`config.mk`:
```
export PLATFORM = sky130hd
export DESIGN_NAME = packet_serializer
export DESIGN_NICKNAME = d
export VERILOG_FILES = /design/src/rtl/memoredf_pkg.sv /design/src/rtl/packet_beat_shifter.sv /design/src/rtl/packet_serializer.sv
export SDC_FILE = /design/constraint.sdc
export NUM_CORES = 2
export LEC_CHECK = 0
export BUFFER_PORTS_ARGS = -buffer_cell sky130_fd_sc_hd__buf_2
export CORE_AREA = 2 2 323 325
export DETAILED_ROUTE_END_ITERATION = 12
export DIE_AREA = 0 0 325 327
export SYNTH_ARGS = -nofsm -noshare
export SYNTH_HDL_FRONTEND = slang
export SYNTH_SLANG_ARGS = --single-unit
```
`constraint.sdc`:
```
create_clock -name clock -period 4.4 [get_ports clock]
set_input_delay 0.22 -clock clock [delete_from_list [all_inputs] [get_ports clock]]
set_output_delay 0.22 -clock clock [all_outputs]
set_load 0.02 [all_outputs]
```
`src/rtl/memoredf_pkg.sv`:
```
// Shared types and sizing helpers for the queue-to-serializer consumer path.
package memoredf_pkg;

    typedef enum logic [1:0] {IDLE, REQUEST, WAIT, SEND} state_t;

    function automatic int unsigned num_beats(input int unsigned data_size,
                                              input int unsigned beat_width);
        return (data_size + beat_width - 1) / beat_width;
    endfunction

    // Counter/index width for a range of `count` values, never narrower than one bit.
    function automatic int unsigned width_for(input int unsigned count);
        return (count > 1) ? $clog2(count) : 1;
    endfunction

endpackage

```
`src/rtl/packet_beat_shifter.sv`:
```
// Zero-padded packet shift register that hands out one beat at a time, LSB beat first.
module packet_beat_shifter
    import memoredf_pkg::*;
#(
    parameter int unsigned DATA_SIZE  = 678,
    parameter int unsigned BEAT_WIDTH = 128
) (
    input  logic                  i_clock,
    input  logic                  i_reset,
    input  logic                  i_load,
    input  logic [DATA_SIZE-1:0]  i_packet,
    input  logic                  i_shift,
    output logic [BEAT_WIDTH-1:0] o_data,
    output logic                  o_last
);

    localparam int unsigned NumBeats = num_beats(DATA_SIZE, BEAT_WIDTH);
    localparam int unsigned PadWidth = NumBeats * BEAT_WIDTH;
    localparam int unsigned CntWidth = width_for(NumBeats);

    logic [PadWidth-1:0] r_shift;
    logic [CntWidth-1:0] r_beat_cnt;
    logic [PadWidth-1:0] w_padded;

    // Register spans whole beats so the final beat's MSBs come out as zeros.
    always_comb begin
        w_padded                = '0;
        w_padded[DATA_SIZE-1:0] = i_packet;
    end

    always_ff @(posedge i_clock) begin
        if (i_reset) begin
            r_shift    <= '0;
            r_beat_cnt <= '0;
        end else if (i_load) begin
            r_shift    <= w_padded;
            r_beat_cnt <= '0;
        end else if (i_shift) begin
            r_shift    <= r_shift >> BEAT_WIDTH;
            r_beat_cnt <= r_beat_cnt + CntWidth'(1);
        end
    end

    assign o_data = r_shift[BEAT_WIDTH-1:0];
    assign o_last = (r_beat_cnt == CntWidth'(NumBeats - 1));

endmodule

```
`src/rtl/packet_serializer.sv`:
```
// Serves one scheduler grant: pops the granted queue once, waits for the packet,
// then streams it downstream as valid/ready/last beats.
module packet_serializer
    import memoredf_pkg::*;
#(
    parameter int unsigned NUMBER_OF_QUEUES = 4,
    parameter int unsigned DATA_SIZE        = 678,
    parameter int unsigned BEAT_WIDTH       = 128,
    parameter int unsigned RESP_TIMEOUT     = 16
) (
    input  logic                                   clock,
    input  logic                                   reset,
    input  logic                                   sched_grant_valid,
    input  logic [width_for(NUMBER_OF_QUEUES)-1:0] sched_grant_core_id,
    output logic                                   sched_grant_ready,
    input  logic [NUMBER_OF_QUEUES-1:0]            queues_empty,
    output logic                                   grant_dropped,
    output logic                                   scheduler_to_queues_ready,
    output logic [width_for(NUMBER_OF_QUEUES)-1:0] core_id,
    input  logic                                   queues_to_serializer_valid,
    input  logic [DATA_SIZE-1:0]                   queues_to_serializer_packet,
    output logic [BEAT_WIDTH-1:0]                  m_data,
    output logic                                   m_valid,
    output logic                                   m_last,
    output logic [width_for(NUMBER_OF_QUEUES)-1:0] m_core_id,
    input  logic                                   m_ready,
    output logic                                   busy,
    output logic                                   timeout_error
);

    localparam int unsigned IdWidth   = width_for(NUMBER_OF_QUEUES);
    localparam int unsigned WaitWidth = width_for(RESP_TIMEOUT);

    state_t                  r_state;
    state_t                  w_next_state;
    logic [IdWidth-1:0]      r_core_id;
    logic [WaitWidth-1:0]    r_wait_cnt;
    logic                    w_load;
    logic                    w_shift;
    logic                    w_last;
    logic [BEAT_WIDTH-1:0]   w_beat;

    packet_beat_shifter #(
        .DATA_SIZE  (DATA_SIZE),
        .BEAT_WIDTH (BEAT_WIDTH)
    ) u_shifter (
        .i_clock  (clock),
        .i_reset  (reset),
        .i_load   (w_load),
        .i_packet (queues_to_serializer_packet),
        .i_shift  (w_shift),
        .o_data   (w_beat),
        .o_last   (w_last)
    );

    always_ff @(posedge clock) begin
        if (reset) begin
            r_state    <= IDLE;
            r_core_id  <= '0;
            r_wait_cnt <= '0;
        end else begin
            r_state <= w_next_state;
            if (r_state == IDLE && sched_grant_valid) begin
                r_core_id <= sched_grant_core_id;
            end
            if (r_state == REQUEST) begin
                r_wait_cnt <= '0;
            end else if (r_state == WAIT) begin
                r_wait_cnt <= r_wait_cnt + WaitWidth'(1);
            end
        end
    end

    always_comb begin
        w_next_state              = r_state;
        sched_grant_ready         = 1'b0;
        grant_dropped             = 1'b0;
        scheduler_to_queues_ready = 1'b0;
        timeout_error             = 1'b0;
        m_valid                   = 1'b0;
        m_last                    = 1'b0;
        m_data                    = '0;
        m_core_id                 = '0;
        w_load                    = 1'b0;
        w_shift                   = 1'b0;
        unique case (r_state)
            IDLE: begin
                sched_grant_ready = 1'b1;
                if (sched_grant_valid) begin
                    if (queues_empty[sched_grant_core_id]) begin
                        grant_dropped = 1'b1;
                    end else begin
                        w_next_state = REQUEST;
                    end
                end
            end
            REQUEST: begin
                // Single-cycle pop so the queue side always sees a fresh rising edge.
                scheduler_to_queues_ready = 1'b1;
                w_next_state              = WAIT;
            end
            WAIT: begin
                if (queues_to_serializer_valid) begin
                    w_load       = 1'b1;
                    w_next_state = SEND;
                end else if (r_wait_cnt == WaitWidth'(RESP_TIMEOUT - 1)) begin
                    timeout_error = 1'b1;
                    w_next_state  = IDLE;
                end
            end
            SEND: begin
                m_valid   = 1'b1;
                m_data    = w_beat;
                m_last    = w_last;
                m_core_id = r_core_id;
                if (m_ready) begin
                    if (w_last) begin
                        w_next_state = IDLE;
                    end else begin
                        w_shift = 1'b1;
                    end
                end
            end
            default: w_next_state = IDLE;
        endcase
    end

    assign core_id = r_core_id;
    assign busy    = (r_state != IDLE);

endmodule

```
-- Yosys cells after proc, flatten, opt, wreduce, memory -nomap -nowiden
Cells that the tools add are included.
- bits in registers: 689
- input port bits: 689
- word-level logic and storage cells: 53
- $add $sub $neg: 2
- magnitude comparators: 1
- eq/ne operators: 10
- multiplexer cells: 28
- reductions and logical operators: 7
- operators with widths (cell ; count):
    $mux 678 ; 2
    $mux 128 ; 1
    $mux 1 ; 16
    $mux 2 ; 7
    $ne 2x2->1 const B ; 4
    $pmux 2 s4 ; 1
    $reduce_and 5->1 ; 1
    $add 4x1->4 const B ; 1
    $eq 2x2->1 const B ; 2
    $eq 4x4->1 const B ; 1
    $reduce_bool 2->1 ; 2
    $reduce_or 2->1 ; 2
    $add 3x1->3 const B ; 1
    $eq 3x3->1 const B ; 1
    $lt 2x3->1 const B ; 1
    $ne 3x2->1 const B ; 1
    $bmux 1 s2 ; 1
    $eq 2x1->1 const B ; 1
    $logic_not 2->1 ; 1
    $logic_and 1x1->1 ; 1

-- Logic depth before layout (Yosys ltp)
- word-level depth: 6
- mapped depth: 10

-- Cells and area by module
Synthesis repeated with hierarchy kept, for this count alone.
- cell total of the unflattened synthesis: 3372
- area, all modules: 33086.7 um^2
- modules (own cells, without submodules) (module ; times used ; cells an instance ; area each (um^2) ; seq. area each (um^2)):
    packet_beat_shifter ; 1 ; 3157 ; 31635.3 ; 13633.1
    packet_serializer ; 1 ; 215 ; 1451.4 ; 160.2

-- Worst setup path before layout
No wires, ideal clock.
- kind: reg-to-output
- start point: register r_state[1]
- end point: output timeout_error
- arrival time: 1.588 ns
- slack: 2.592 ns
- stages on the path, launching flop included: 6
- cell sequence: dfxtp_1 buf_4 inv_2 clkbuf_1 clkbuf_1 nor4_1
- word-level cells in the longest chain between the ends: 2
- ends and longest elaborated chain (element ; RTL line ; RTL):
    start, declared ; packet_serializer.sv:34 ; state_t r_state;
    start signal, assigned ; packet_serializer.sv:62 ; r_state <= w_next_state;
    $eq 2x2->1 ; packet_serializer.sv:86 ; unique case (r_state)
    $mux 1 ; packet_serializer.sv:86 ;
    end, declared ; packet_serializer.sv:28 ; output logic timeout_error
No other way between the ends.

-- Worst setup path after layout
- start point: register r_state[0]
- end point: register r_core_id[1], in the netlist core_id[1]
- word-level cells in the longest chain between the ends: 2
- ends and longest elaborated chain (element ; RTL line ; RTL):
    $logic_not 2->1 ; packet_serializer.sv:63 ; if (r_state == IDLE && sched_grant_valid) begin
    $logic_and 1x1->1 ; packet_serializer.sv:63 ;
    end signal, assigned ; packet_serializer.sv:64 ; r_core_id <= sched_grant_core_id;
    end, declared ; packet_serializer.sv:36 ; logic [IdWidth-1:0] r_core_id;
No other way between the ends.
A chain may end at the register's enable or synchronous reset.

==> key figures <==
Timing
  – Count of final setup violators: 0
  – Final hold violation count: 0
  – Slew Limit Fails: 0
  – Crit path time final: 3510 ps
  – Slew HR: 12.4%
  – Max Clock Freq: 0.285 GHz
  – Final setup skew: 32.5 ps
  – Worst-Margin Slew: 1310 ps
  – Setup TNS: 0 ps
  – Tcrit/Tclk final: 79.8%
  – Hold slack: 25.3 ps
  – Final WS setup: 889 ps
  – RSZ-0062 raised after global routing: no

Pwr
  – Pwr Density: 356 nW/um^2
  – Gate power share: 12.4%
  – VDD IR max: 0.000306 V
  – Lkg Pwr: 0.0159 uW
  – Int Power: 11200 uW
  – Flop pwr share: 43.5%
  – Clock Power Share: 44.1%
  – Psw: 3900 uW
  – Switch share: 25.9%

Global routing
  – Gr usage total: 20.8%
  – GR Overflow Total: 0
  – First-pass GRT wire length: 178000 um
  – Vias in the first global route: 30700
  – Largest net degree at the start of global routing: 246
  – Initial antenna violation count: 37

Floorplanning
  – Die X-Extent: 325 um
  – # rows: 118
  – Initial core utilization: 27.3%
  – Die height: 327 um
  – Total core area: 103000 um^2
  – IO Pins: 828
  – Die ar.: 106000 um^2

Clock tree
  – Clock Latency Late Sink: 640 ps
  – Post-CTS sizing: 0
  – H-Tree Depth: 3
  – CTS Sinks: 689
  – CTS tree: built
  – Num CTS Buffers: 79
  – Max clock buf depth: 3
  – Clock root buffer: clkbuf_16
  – Clk slew on worst S/H paths: 60 ps

Route
  – Antenna Nets Post-Route: 0
  – WL met3: 7880 um
  – WL/cell: 19.7 um
  – Drt initial violations: 3243
  – Wire length on met2: 55200 um
  – Drt pass-1 iters: 6
  – Top layer in use: met5
  – Vias: 32100
  – Metal-1 WL: 49200 um
  – Vias per Instance: 5.32
  – Routed WL: 118000 um
  – Residual DRC: 0

Run status
  – Outcome: finished clean

Synth
  – Distinct cells, synth: 37
  – Sequential element share of the synthesized area: 49.1%
  – Ys async rst share: 0%
  – Post-synth EDFFs: 0
  – Avg Cell Area, Syn: 8.50 um^2
  – Post-Synthesis Cells: 3308
  – Syn nets: 4000
  – Yosys warns: 0
  – Register bit count reported by yosys: 689
  – Syn Std Cell Area: 28100 um^2
  – Main flop type after synthesis: dfxtp_1

Critical path
  – Reg2reg start: r_state[0]
  – WS Path Type: reg -> reg
  – Crit path DAT: 4030 ps
  – Crit Path Max Fanout: 78
  – FF-to-FF End: core_id[1]
  – FF-to-FF path depth: 6
  – CP Capture Type: register
  – Worst Setup Start Kind: register
  – Reg2reg setup slack: 890 ps
  – WP data required: 4920 ps
  – Worst Setup EP: core_id[1]
  – CP startpoint: r_state[0]

Place
  – Hpwl dp: 71400 um
  – Placed Cells: 5169
  – I/O Buffers: 827
  – DP Worst Slack: 1390 ps
  – GPL Wtd Cong: 0.881

Job
  – # Max-Cap Violations: 0

Finish
  – Finished Layout Cells: 6022
  – Nets: 5243
  – Layout cells sized above 1: 21.9%
  – Area Overhead vs Synth: 50.8%

Min path
  – Hold crit path type: in -> reg
  – Worst hold path stage count: 3
[routing by layer]
metal	up-vias	global-route usage (%)
met5	-	0
met4	8	10.3
met2	1488	33.1
met1	15300	26.9
li1	14800	-
met3	387	4.12
[worst min path at each step]
stage,slack (ps),endpoint,start
after floorplan,360,u_shifter.r_shift[550],queues_to_serializer_packet[550]
after global placement,460,u_shifter.r_shift[75],u_shifter.r_shift[75]
after detailed placement,460,core_id[0],core_id[0]
after CTS,0.6,r_state[0],queues_empty[0]
after global routing,30,u_shifter.r_shift[549],queues_to_serializer_packet[549]
final,30,u_shifter.r_shift[549],queues_to_serializer_packet[549]
[synth_stat cells (all sizes together), types with 2 or more instances]
master	number	share of area, %
nor3b	3	0.098
ha	3	0.13
nand2b	2	0.045
buf	151	2.8
nor2	6	0.080
clkbuf	245	3.3
nor3	3	0.053
a22oi	550	15
and2	2	0.053
nand2	132	1.8
and3	132	2.9
inv	5	0.067
dfxtp	689	49
xnor2	2	0.062
o21ai	678	12
nand3	6	0.11
a21oi	685	12
[power by group through the flow]
stage | logic, uW | clock network (uW) | registers (uW)
after floorplan | 765 | 0 | 6630
after global placement | 1330 | 0 | 6680
after detailed placement | 1330 | 0 | 6690
after CTS | 1850 | 6800 | 6550
after global routing | 2010 | 7050 | 6570
final | 1870 | 6650 | 6560
[cell families (layout without fill, tap and decap cells)]
group	Yosys count	after routing	share of synthesized area, %
AOI/OAI and AO/OA	1920	1920	39.2
xor gates and xnor gates	3	3	0.0935
adders and majority gates	3	3	0.134
buffers and inverters	401	1702	6.14
DFF	689	689	49.1
muxes	3	3	0.156
other	0	33	0
and+or+nand+nor	289	289	5.21
[cell usage in the layout (no fill, tap or decap), drive strengths merged, types with 2 or more instances in the layout]
cell         netlist  routed
a21oi            685     685
and3             132     132
dfxtp            689     689
nand2b             2       2
inv                5       9
ha                 3       3
o21ai            678     678
diode              0      33
nor3               3       3
nand2            132     132
xnor2              2       2
nand3              6       6
clkbuf           245     114
clkinv             0      16
and2               2       2
nor2               6       6
bufinv             0       4
buf              151     877
a22oi            550     550
nor3b              3       3
dlygate4sd3        0     681
[through the flow]
stage          total power [uW]  util, %  instance area [um^2]
2_1_floorplan              7400        -                 28100
5_1_grt                   15600     41.2                 42400
6_report                  15100     41.2                 42400
3_5_place_dp               8020     32.0                 32900
4_1_cts                   15200     41.1                 42300
3_3_place_gp               8010     32.0                 32900
[flip-flops by register name (all words and copies together), names as in the netlist]
signal,flops
u_shifter.r_shift,678
r_wait_cnt,4
core_id,2
u_shifter.r_beat_cnt,3
r_state,2
[layout make-up]
class | instances | area [um^2]
Tap cell | 1380 | 1730
Clock buffer | 114 | 2310
Fill cell | 10200 | 60500
Antenna cell | 33 | 82.6
Sequential cell | 689 | 13800
Inverter | 5 | 26.3
Clock inverter | 25 | 273
Multi-Input combinational cell | 2218 | 12600
Timing Repair Buffer | 1558 | 11600
[what timing repair did]
action	in CTS	in global routing
setup buffers	0	0
endpoints found under the hold margin	677	0
hold buffers	681	0
[worst max-delay path, cell delays in order (launching register included)]
cell,delay [ps]
dfxtp_4,910
buf_4,810
nor2_1,260
nand3_1,170
dlygate4sd3_1,570
a21oi_1,60
dlygate4sd3_1,570
(Power assumes the default switching activity.)
